===== src/rtl/voltage_fmt_pkg.sv =====
`default_nettype none
// ============================================================================
//  Module : voltage_fmt_pkg
//  Brief  : Shared definitions for the voltage ASCII formatter: FSM state
//           encoding, ASCII byte constants, default full-scale value and the
//           double-dabble step helper used by the BCD converter.
//  Ports  : (package, no ports)
//  Rev    : 1.0  initial release
// ============================================================================
package voltage_fmt_pkg;

  // Default saturation limit in 0.1 mV units (5.0000 V).
  localparam int unsigned FULL_SCALE_DEFAULT = 50000;

  // Control FSM encoding.
  localparam logic [1:0] ST_IDLE = 2'd0;
  localparam logic [1:0] ST_CONV = 2'd1;
  localparam logic [1:0] ST_SEND = 2'd2;

  // ASCII bytes used in the output frame.
  localparam logic [7:0] ASCII_PLUS  = 8'h2B;
  localparam logic [7:0] ASCII_MINUS = 8'h2D;
  localparam logic [7:0] ASCII_DOT   = 8'h2E;
  localparam logic [7:0] ASCII_V     = 8'h56;
  localparam logic [7:0] ASCII_ZERO  = 8'h30;
  localparam logic [7:0] ASCII_CR    = 8'h0D;
  localparam logic [7:0] ASCII_LF    = 8'h0A;

  // One double-dabble iteration on {bcd[19:0], bin[15:0]}: every BCD digit
  // that is 5 or more gets +3 so that the following left shift carries
  // correctly into the next decimal digit.
  function automatic logic [35:0] dd_step(input logic [35:0] sr);
    logic [35:0] t;
    t = sr;
    for (int d = 0; d < 5; d++) begin
      if (t[16+4*d +: 4] >= 4'd5) begin
        t[16+4*d +: 4] = t[16+4*d +: 4] + 4'd3;
      end
    end
    return {t[34:0], 1'b0};
  endfunction

  // BCD digit to its ASCII character.
  function automatic logic [7:0] digit_ascii(input logic [3:0] d);
    return ASCII_ZERO | {4'b0000, d};
  endfunction

endpackage
`default_nettype wire


===== src/rtl/bin2bcd_seq.sv =====
`default_nettype none
// ============================================================================
//  Module : bin2bcd_seq
//  Brief  : Sequential 16-bit binary to 5-digit BCD converter, one
//           shift-add-3 step per clock, 16 steps per conversion.
//  Ports  : clk   - clock (rising edge)
//           rst   - asynchronous reset, active-high
//           start - load bin and begin a conversion
//           bin   - binary value to convert
//           done  - one-cycle pulse, bcd valid in this cycle
//           bcd   - five BCD digits, most significant in [19:16]
//  Rev    : 1.0  initial release
// ============================================================================
module bin2bcd_seq
  import voltage_fmt_pkg::*;
(
  input  logic        clk,
  input  logic        rst,
  input  logic        start,
  input  logic [15:0] bin,
  output logic        done,
  output logic [19:0] bcd
);

  logic [35:0] sr;       // {bcd digits, remaining binary bits}
  logic [4:0]  cnt;      // steps still to perform
  logic        done_q;

  always_ff @(posedge clk or posedge rst) begin
    if (rst) begin
      sr     <= '0;
      cnt    <= '0;
      done_q <= 1'b0;
    end else begin
      done_q <= 1'b0;
      if (start) begin
        sr  <= {20'd0, bin};
        cnt <= 5'd16;
      end else if (cnt != 5'd0) begin
        sr  <= dd_step(sr);
        cnt <= cnt - 5'd1;
        // The step that empties the counter is the final one.
        if (cnt == 5'd1) begin
          done_q <= 1'b1;
        end
      end
    end
  end

  assign done = done_q;
  assign bcd  = sr[35:16];

endmodule
`default_nettype wire


===== src/rtl/voltage_ascii_fmt.sv =====
`default_nettype none
// ============================================================================
//  Module : voltage_ascii_fmt
//  Brief  : Converts a signed voltage sample (magnitude in 0.1 mV units plus
//           an ASCII sign byte) into an ASCII frame "sD.DDDDV[CR LF]" and
//           streams it byte by byte over a valid/ready interface.
//  Ports  : clk, rst        - clock, asynchronous active-high reset
//           hex, sign       - sample magnitude / ASCII sign ('+' or '-')
//           in_valid        - sample qualifier
//           in_ready        - high when a sample can be accepted
//           tx_data,tx_valid,tx_ready - byte stream to the transmitter
//           bcd, bcd_valid  - converted digits and their update pulse
//           ovr             - last accepted sample was saturated
//           busy            - block is converting or sending
//  Rev    : 1.0  initial release
// ============================================================================
module voltage_ascii_fmt
  import voltage_fmt_pkg::*;
#(
  parameter int unsigned FULL_SCALE  = FULL_SCALE_DEFAULT,
  parameter bit          APPEND_CRLF = 1'b1
) (
  input  logic        clk,
  input  logic        rst,
  input  logic [15:0] hex,
  input  logic [7:0]  sign,
  input  logic        in_valid,
  output logic        in_ready,
  output logic [7:0]  tx_data,
  output logic        tx_valid,
  input  logic        tx_ready,
  output logic [19:0] bcd,
  output logic        bcd_valid,
  output logic        ovr,
  output logic        busy
);

  localparam logic [15:0] FS16     = FULL_SCALE[15:0];
  localparam logic [3:0]  LAST_IDX = APPEND_CRLF ? 4'd9 : 4'd7;

  logic [1:0]  state;
  logic [3:0]  idx;
  logic [15:0] val;
  logic        neg;
  logic        ovr_q;
  logic [19:0] bcd_q;
  logic        bcd_valid_q;
  logic        armed;       // keeps in_ready low until the first edge after reset

  logic        accept;
  logic        over;
  logic [15:0] sat;
  logic        conv_done;
  logic [19:0] conv_bcd;
  logic [7:0]  byte_sel;

  assign in_ready = (state == ST_IDLE) && armed;
  assign accept   = in_valid && in_ready;
  assign over     = (hex > FS16);
  assign sat      = over ? FS16 : hex;

  // The converter is loaded on the accept edge directly from the saturated
  // input so that its 16 steps run on the 16 edges that follow.
  bin2bcd_seq u_bin2bcd (
    .clk   (clk),
    .rst   (rst),
    .start (accept),
    .bin   (sat),
    .done  (conv_done),
    .bcd   (conv_bcd)
  );

  always_ff @(posedge clk or posedge rst) begin
    if (rst) begin
      state       <= ST_IDLE;
      idx         <= '0;
      val         <= '0;
      neg         <= 1'b0;
      ovr_q       <= 1'b0;
      bcd_q       <= '0;
      bcd_valid_q <= 1'b0;
      armed       <= 1'b0;
    end else begin
      armed       <= 1'b1;
      bcd_valid_q <= 1'b0;
      case (state)
        ST_IDLE: begin
          if (accept) begin
            val   <= sat;
            ovr_q <= over;
            neg   <= (sign == ASCII_MINUS);
            state <= ST_CONV;
          end
        end
        ST_CONV: begin
          if (conv_done) begin
            bcd_q       <= conv_bcd;
            bcd_valid_q <= 1'b1;
            idx         <= 4'd0;
            state       <= ST_SEND;
          end
        end
        ST_SEND: begin
          if (tx_ready) begin
            if (idx == LAST_IDX) begin
              idx   <= 4'd0;
              state <= ST_IDLE;
            end else begin
              idx <= idx + 4'd1;
            end
          end
        end
        default: state <= ST_IDLE;
      endcase
    end
  end

  // Byte multiplexer over the frame layout.
  always_comb begin
    byte_sel = 8'h00;
    case (idx)
      4'd0: byte_sel = (neg && (val != 16'd0)) ? ASCII_MINUS : ASCII_PLUS;
      4'd1: byte_sel = digit_ascii(bcd_q[19:16]);
      4'd2: byte_sel = ASCII_DOT;
      4'd3: byte_sel = digit_ascii(bcd_q[15:12]);
      4'd4: byte_sel = digit_ascii(bcd_q[11:8]);
      4'd5: byte_sel = digit_ascii(bcd_q[7:4]);
      4'd6: byte_sel = digit_ascii(bcd_q[3:0]);
      4'd7: byte_sel = ASCII_V;
      4'd8: byte_sel = ASCII_CR;
      4'd9: byte_sel = ASCII_LF;
      default: byte_sel = 8'h00;
    endcase
  end

  assign tx_valid  = (state == ST_SEND);
  assign tx_data   = tx_valid ? byte_sel : 8'h00;
  assign bcd       = bcd_q;
  assign bcd_valid = bcd_valid_q;
  assign ovr       = ovr_q;
  assign busy      = (state != ST_IDLE);

endmodule
`default_nettype wire


===== config.mk =====
export PLATFORM = sky130hd
export DESIGN_NAME = voltage_ascii_fmt
export DESIGN_NICKNAME = d
export VERILOG_FILES = /design/src/rtl/voltage_fmt_pkg.sv /design/src/rtl/bin2bcd_seq.sv /design/src/rtl/voltage_ascii_fmt.sv
export SDC_FILE = /design/constraint.sdc
export NUM_CORES = 1
export LEC_CHECK = 0
export CAP_MARGIN = 10
export CORE_ASPECT_RATIO = 1.75
export CORE_MARGIN = 5
export CORE_UTILIZATION = 55
export CTS_CLUSTER_SIZE = 28
export DETAILED_ROUTE_END_ITERATION = 6
export PLACE_DENSITY = 0.92
export REMOVE_ABC_BUFFERS = 1
export SYNTH_ARGS = -nofsm -noshare
export SYNTH_HDL_FRONTEND = slang
export SYNTH_SLANG_ARGS = --single-unit

===== constraint.sdc =====
create_clock -name clk -period 3.3 [get_ports clk]
set_input_delay 0.495 -clock clk [delete_from_list [all_inputs] [get_ports clk]]
set_output_delay 0.495 -clock clk [all_outputs]
set_load 0.05 [all_outputs]

# Yosys cells after proc, flatten, opt, wreduce, memory -nomap -nowiden

Cells that the tools add are included.

Shift-type cells: 0
$mul: 0
$lt $le $gt $ge: 6
Reduce and logical (&&, ||, !) cells: 14
Eq/ne operators: 17
Bitwise operators: 0
Muxes and demuxes: 27
Div/mod/pow operators: 0
Add/sub/neg operators: 7

Operators by type and width:

| cell                                                                  | number |
|---|---|
| 36-bit two-way mux                                                    | 2 |
| 7-bit case mux with 10 select lines                                   | 1 |
| 4-bit two-way mux                                                     | 7 |
| 4-bit by 3-bit >= comparator with 1-bit output, second input constant | 5 |
| 4-bit by 2-bit adder with 4-bit output, second input constant         | 4 |
| 4-bit by 3-bit equality test with 1-bit output, second input constant | 4 |
| 16-bit > comparator, second input constant                            | 1 |
| 16-bit two-way mux                                                    | 1 |
| 16-bit nonzero test                                                   | 1 |
| 5-bit two-way mux                                                     | 2 |
| 4-bit by 2-bit equality test with 1-bit output, second input constant | 2 |
| 4-bit equality test, second input constant                            | 2 |
| 8-bit by 6-bit equality test with 1-bit output, second input constant | 1 |
| 2-bit two-way mux                                                     | 4 |
| 8-bit two-way mux                                                     | 1 |
| 4-bit case mux with 2 select lines                                    | 1 |
| 3-bit two-way mux                                                     | 2 |
| 2-bit by 1-bit != test with 1-bit output, second input constant       | 3 |
| 2-bit case mux with 3 select lines                                    | 1 |
| 2-bit nonzero test                                                    | 3 |
| 5-bit by 1-bit equality test with 1-bit output, second input constant | 1 |
| 1-bit two-way mux                                                     | 5 |
| 5-bit nonzero test                                                    | 1 |
| 5-bit by 1-bit subtractor with 5-bit output, second input constant    | 1 |
| 12 further kinds                                                      | 15 |

Word-level logic and storage cells: 82
Bits in read-only memories: 0
Input bits: 28
Bits in registers: 88
Memories: 0
Output and inout bits: 33
Bits in writable memories: 0
Latch bits: 0

# Logic depth before layout (Yosys ltp)

Depth after elaboration: 5
Gate-level depth with buffers: 8

# By module

Synthesis repeated with hierarchy kept, for this count alone.

Cell total of the unflattened synthesis: 563
Area, all modules: 5002.3 µm²

By module, submodules not included:

| module            | seq. area each (µm²) | area an instance (µm²) | cells each | times used |
|---|---|---|---|---|
| bin2bcd_seq       | 1051.0               | 2640.0                 | 283        | 1 |
| voltage_ascii_fmt | 1151.1               | 2362.3                 | 280        | 1 |

# Worst setup path after synthesis

OpenSTA, ideal clock, no wires.

Path kind: reg-to-output
Start point: reg idx[1]
End point: out tx_data[6]
Slack: 0.395 ns
Arrival: 2.410 ns
Data required time: 2.805 ns
Stages on the path, launching flop included: 5
Buffers on the path: 2
Cells stage by stage: dfrtp_1 -> buf_2 -> buf_2 -> nand2_1 -> nor4b_1

Word-level cells in the longest chain between the ends: 3

RTL lines:

| what                                              | RTL line                 | text |
|---|---|---|
| start: declaration                                | voltage_ascii_fmt.sv:42  | `logic [3:0] idx;` |
| start signal: assignment                          | voltage_ascii_fmt.sv:109 | `idx <= idx + 4'd1;` |
| 4-bit equality test, or another cell as far along | voltage_ascii_fmt.sv:121 | `case (idx)` |
| 7-bit case mux with 10 select lines (*)           | voltage_ascii_fmt.sv:121 |  |
| 8-bit two-way mux (*)                             | voltage_ascii_fmt.sv:137 | `assign tx_data = tx_valid ? byte_sel : 8'h00;` |
| end: declaration                                  | voltage_ascii_fmt.sv:29  | `output logic [7:0] tx_data,` |

Every way passes the cells marked *; elsewhere a longest branch is shown, timed or not.

# Final worst setup path

Start point: reg idx[2]
End point: out tx_data[1]

Same word-level chain as after synthesis.

==> impl_summary.txt <==
----------------------------------------------------
[Placement]
  Detailed Place HPWL ... 7480 um
  RD Place Congestion ... 0.940
  Number of port buffers ... 59

[Worst setup path]
  Largest delay share family, worst path ... buffers and inverters
  Worst Setup Start Kind ... flip-flop
  Largest driver fanout on the critical path ... 24
  Delay of the slowest cell on the worst path ... 0.81 ns
  Worst path bufs/invs ... 1
  Start-to-end type of the worst setup path ... reg2out
  Critical-path cell with the highest stage delay ... clkdlybuf4s50_1
  Critical path data arrival time ... 2.64 ns
  Required time of the critical path ... 2.80 ns
  Crit path capture type ... output port
  Cell-by-cell listing of the critical path ... o21ai_0, a31oi_1, o311a_1, clkdlybuf4s50_1

[Global routing]
  Total GRT Usage ... 21.4%
  Antenna violations before repair ... 0
  Via count of the first global-routing pass ... 3699
  Total grt overflow ... 0
  Largest net degree at the start of global routing ... 71
  Wire length of the first global-routing pass ... 17200 um

[STA]
  Accumulated negative setup slack ... 0 ns
  Clock Skew ... 0.00641 ns
  Tightest hold margin ... 0.434 ns
  Tightest Pin Transition ... 0.896 ns
  Number of pins exceeding their max-slew limit in the final report ... 0
  Peak clock frequency supported by timing ... 0.319 GHz
  # setup viols final ... 0
  Period utilization ... 94.9%
  Time the worst path needs with I/O delays and setup ... 3.13 ns
  Slew headroom ... 40.1%
  Hold violation total from the final report ... 0
  Setup repair after global routing missed its margin ... no

[Layout]
  Share of cells above drive strength 1 ... 5.70%
  Count of nets after finishing ... 580
  Filler instances ... 595
  Final antenna diode count ... 0
  Util after Layout ... 67.2%
  Area used by multi-input combinational logic ... 2020 um2
  Area added between synthesis and finish ... 19.0%
  Footprint of the flip-flops and latches ... 2200 um2

[Pwr]
  Cell internal pwr ... 0.00297 W
  Part of the total power dissipated in sequential elements ... 37.7%
  Power per unit of standard cell area ... 978 nW/um2
  Psw ... 0.00223 W
  Leakage dissipation ... 2.35 nW
  Net switching share of the total power ... 42.9%
  Worst vdd rail ir drop ... 389 uV
  Part of the power in combinational logic ... 44.5%
  Part of the total power dissipated in the clock network ... 17.8%

[Outcome]
  Status ... complete, no violations

[Clock network]
  TritonCTS buffer count ... 9
  Clock insertion delay at the later pin of the skew report ... 0.34 ns
  Clock tree sinks ... 88
  Clock transition at the registers of the reported paths ... 0.06 ns
  Number of buffers between clock root and the deepest sink ... 2
  Clock root buffer master ... clkbuf_16
  Post-cts hold buffer count ... 0
  CTS tree ... yes
  Clock H-tree levels ... 3

[Min path]
  Kind of path behind the tightest hold check ... in2async

[Routing]
  Iter 0 DRT Violations ... 350
  Met2 wire length ... 5450 um
  Residual antenna-violating net count after detailed routing ... 0
  Wirelength, routed ... 10500 um
  Highest routing layer actually used ... met4
  Final routed wire length divided by cell count ... 16.6 um
  Via count normalized by instance count ... 5.99
  Met3 layer wire length in the routed design ... 683 um
  DRC ... 0
  First-pass iteration count of the detailed router ... 5
  Total routed wire length on the met1 layer ... 3870 um
  Number of vias after detailed routing ... 3799

[Die]
  Starting utilization of the core area ... 56.5%
  Die X-Extent ... 78.1 um
  Placement Rows ... 43
  Die span in y ... 129 um
  Number of top-level pins ... 61
  Die Outline Area ... 10100 um2
  Core area ... 7910 um2

[Logic synthesis]
  Top FF cell, synth ... dfrtp_1
  Post-synthesis cell area ... 4470 um2
  Synthesized netlist cell count ... 492
  Top-area cell type share of the netlist area ... 49.3%
  Async set or reset register ratio after synthesis ... 100%
  Flip-flop and latch count after synthesis ... 88
  Number of synthesis warnings ... 0
  Number of enable flip-flop cells after synthesis ... 0
  Post-synthesis cell type count ... 53
  Biggest area contributors in the synthesized netlist ... dfrtp_1 49%, nand2_1 9.7%, o21ai_0 4.0%
  Synth area leader ... dfrtp_1
  Share of synthesized area occupied by flip-flops and latches ... 49.3%
  Synthesized area divided by synthesized cell count ... 9.08 um2

[Job]
  MaxCap Viol Count ... 0

----------------------------------------------------
## state kept, by name, indices dropped and copies added, names as in the netlist
register / count
bcd: 20
armed: 1
idx: 4
val: 16
u_bin2bcd.sr: 36
u_bin2bcd.cnt: 5
ovr: 1
u_bin2bcd.done: 1
state: 2
bcd_valid: 1
neg: 1
## through the flow
stage | total power, W | setup slack, ns | std cells | cell area (um2)
2_1_floorplan | 0.00352 | 0.391 | 465 | 4300
3_3_place_gp | 0.00411 | 0.638 | 618 | 5050
3_5_place_dp | 0.00426 | 0.470 | 618 | 5050
4_1_cts | 0.00522 | 0.108 | 634 | 5310
5_1_grt | 0.00553 | 0.0694 | 634 | 5320
6_report | 0.00520 | 0.167 | 634 | 5320
## layout make-up
type	count	share of cell area (%)
inverter	21	1.51
clock buffer	13	4.71
multi-input combinational	356	38.0
timing repair buffer	63	11.9
sequential	88	41.5
tap	90	2.12
clock inverter	3	0.330
## Yosys cell counts (all sizes together) (4+ instances only)
cell type / n
dfrtp: 88
a21oi: 35
clkbuf: 10
nor3b: 4
ha: 13
a211oi: 11
buf: 17
nor4: 6
mux2i: 16
nand2b: 9
nand3: 9
inv: 21
o21ai: 47
nand2: 115
xnor2: 7
nor2: 35
nor3: 7
a31oi: 4
## repair_timing
item,in CTS,in global routing
endpoints found under the setup margin,0,1
setup buffers,0,0
resized for setup,0,1
## per-layer routing
metal,up-vias,GRT usage [%]
met2,163,36.5
met5,-,0
li1,1771,-
met4,0,13.2
met3,39,5.15
met1,1826,23.7
## power groups by stage
stage          sequential [W]  combinational, W  clock, W
2_1_floorplan         0.00226           0.00127         0
3_3_place_gp          0.00193           0.00217         0
3_5_place_dp          0.00196           0.00229         0
4_1_cts               0.00195           0.00233  0.000937
5_1_grt               0.00202           0.00254  0.000977
6_report              0.00196           0.00231  0.000925
## cells by family after synthesis
group | share of synthesized area (%)
xor gates and xnor gates | 1.37
DFF | 49.3
and+or+nand+nor | 20.6
muxes | 3.84
AOI/OAI and AO/OA | 15.6
other | 0.168
buffers and inverters | 5.52
adders and majority gates | 3.64
## worst paths after layout
check / startpoint / end / slack (ns) / cells after the start
max: idx[2]$_DFFE_PP0P_ / tx_data[1] / 0.17 / 4
min: rst / bcd[16]$_DFFE_PP0P_ / 0.43 / 2
max reg2reg: u_bin2bcd.cnt[0]$_DFFE_PP0P_ / u_bin2bcd.sr[6]$_DFFE_PP0P_ / 1.31 / 6
min reg2reg: u_bin2bcd.done$_DFF_PP0_ / state[0]$_DFFE_PP0P_ / 0.47 / 1
max in group asynchronous: rst / idx[1]$_DFFE_PP0P_ / 2.18 / 3
min in group clk: u_bin2bcd.done$_DFF_PP0_ / state[0]$_DFFE_PP0P_ / 0.47 / 1
## layout by cell type, fill, tap and decap left out, types with 4 or more instances in the layout
master             n
a21oi_1           34
nor3_1             6
clkbuf_16          9
nand2_1          115
mux2i_1           16
o21ai_1           10
nand3_1            9
a31oi_1            4
o21ai_0           36
clkdlybuf4s50_1   59
dfrtp_1           87
nand2b_1           9
nor4_1             5
a211oi_1           9
nor2_1            34
inv_1             19
ha_1              13
xnor2_1            7
nor3b_1            4
## worst register-to-register path: cells and delay by family (launching register included)
family	cells	cell delay, ns
flip-flops	1	0.40
adder cells (fa/ha/maj)	1	0.22
AND/OR/NAND/NOR	3	1.05
AO/OA/AOI/OAI	1	0.09
buffers and inverters	1	0.13
(Power assumes the default switching activity.)
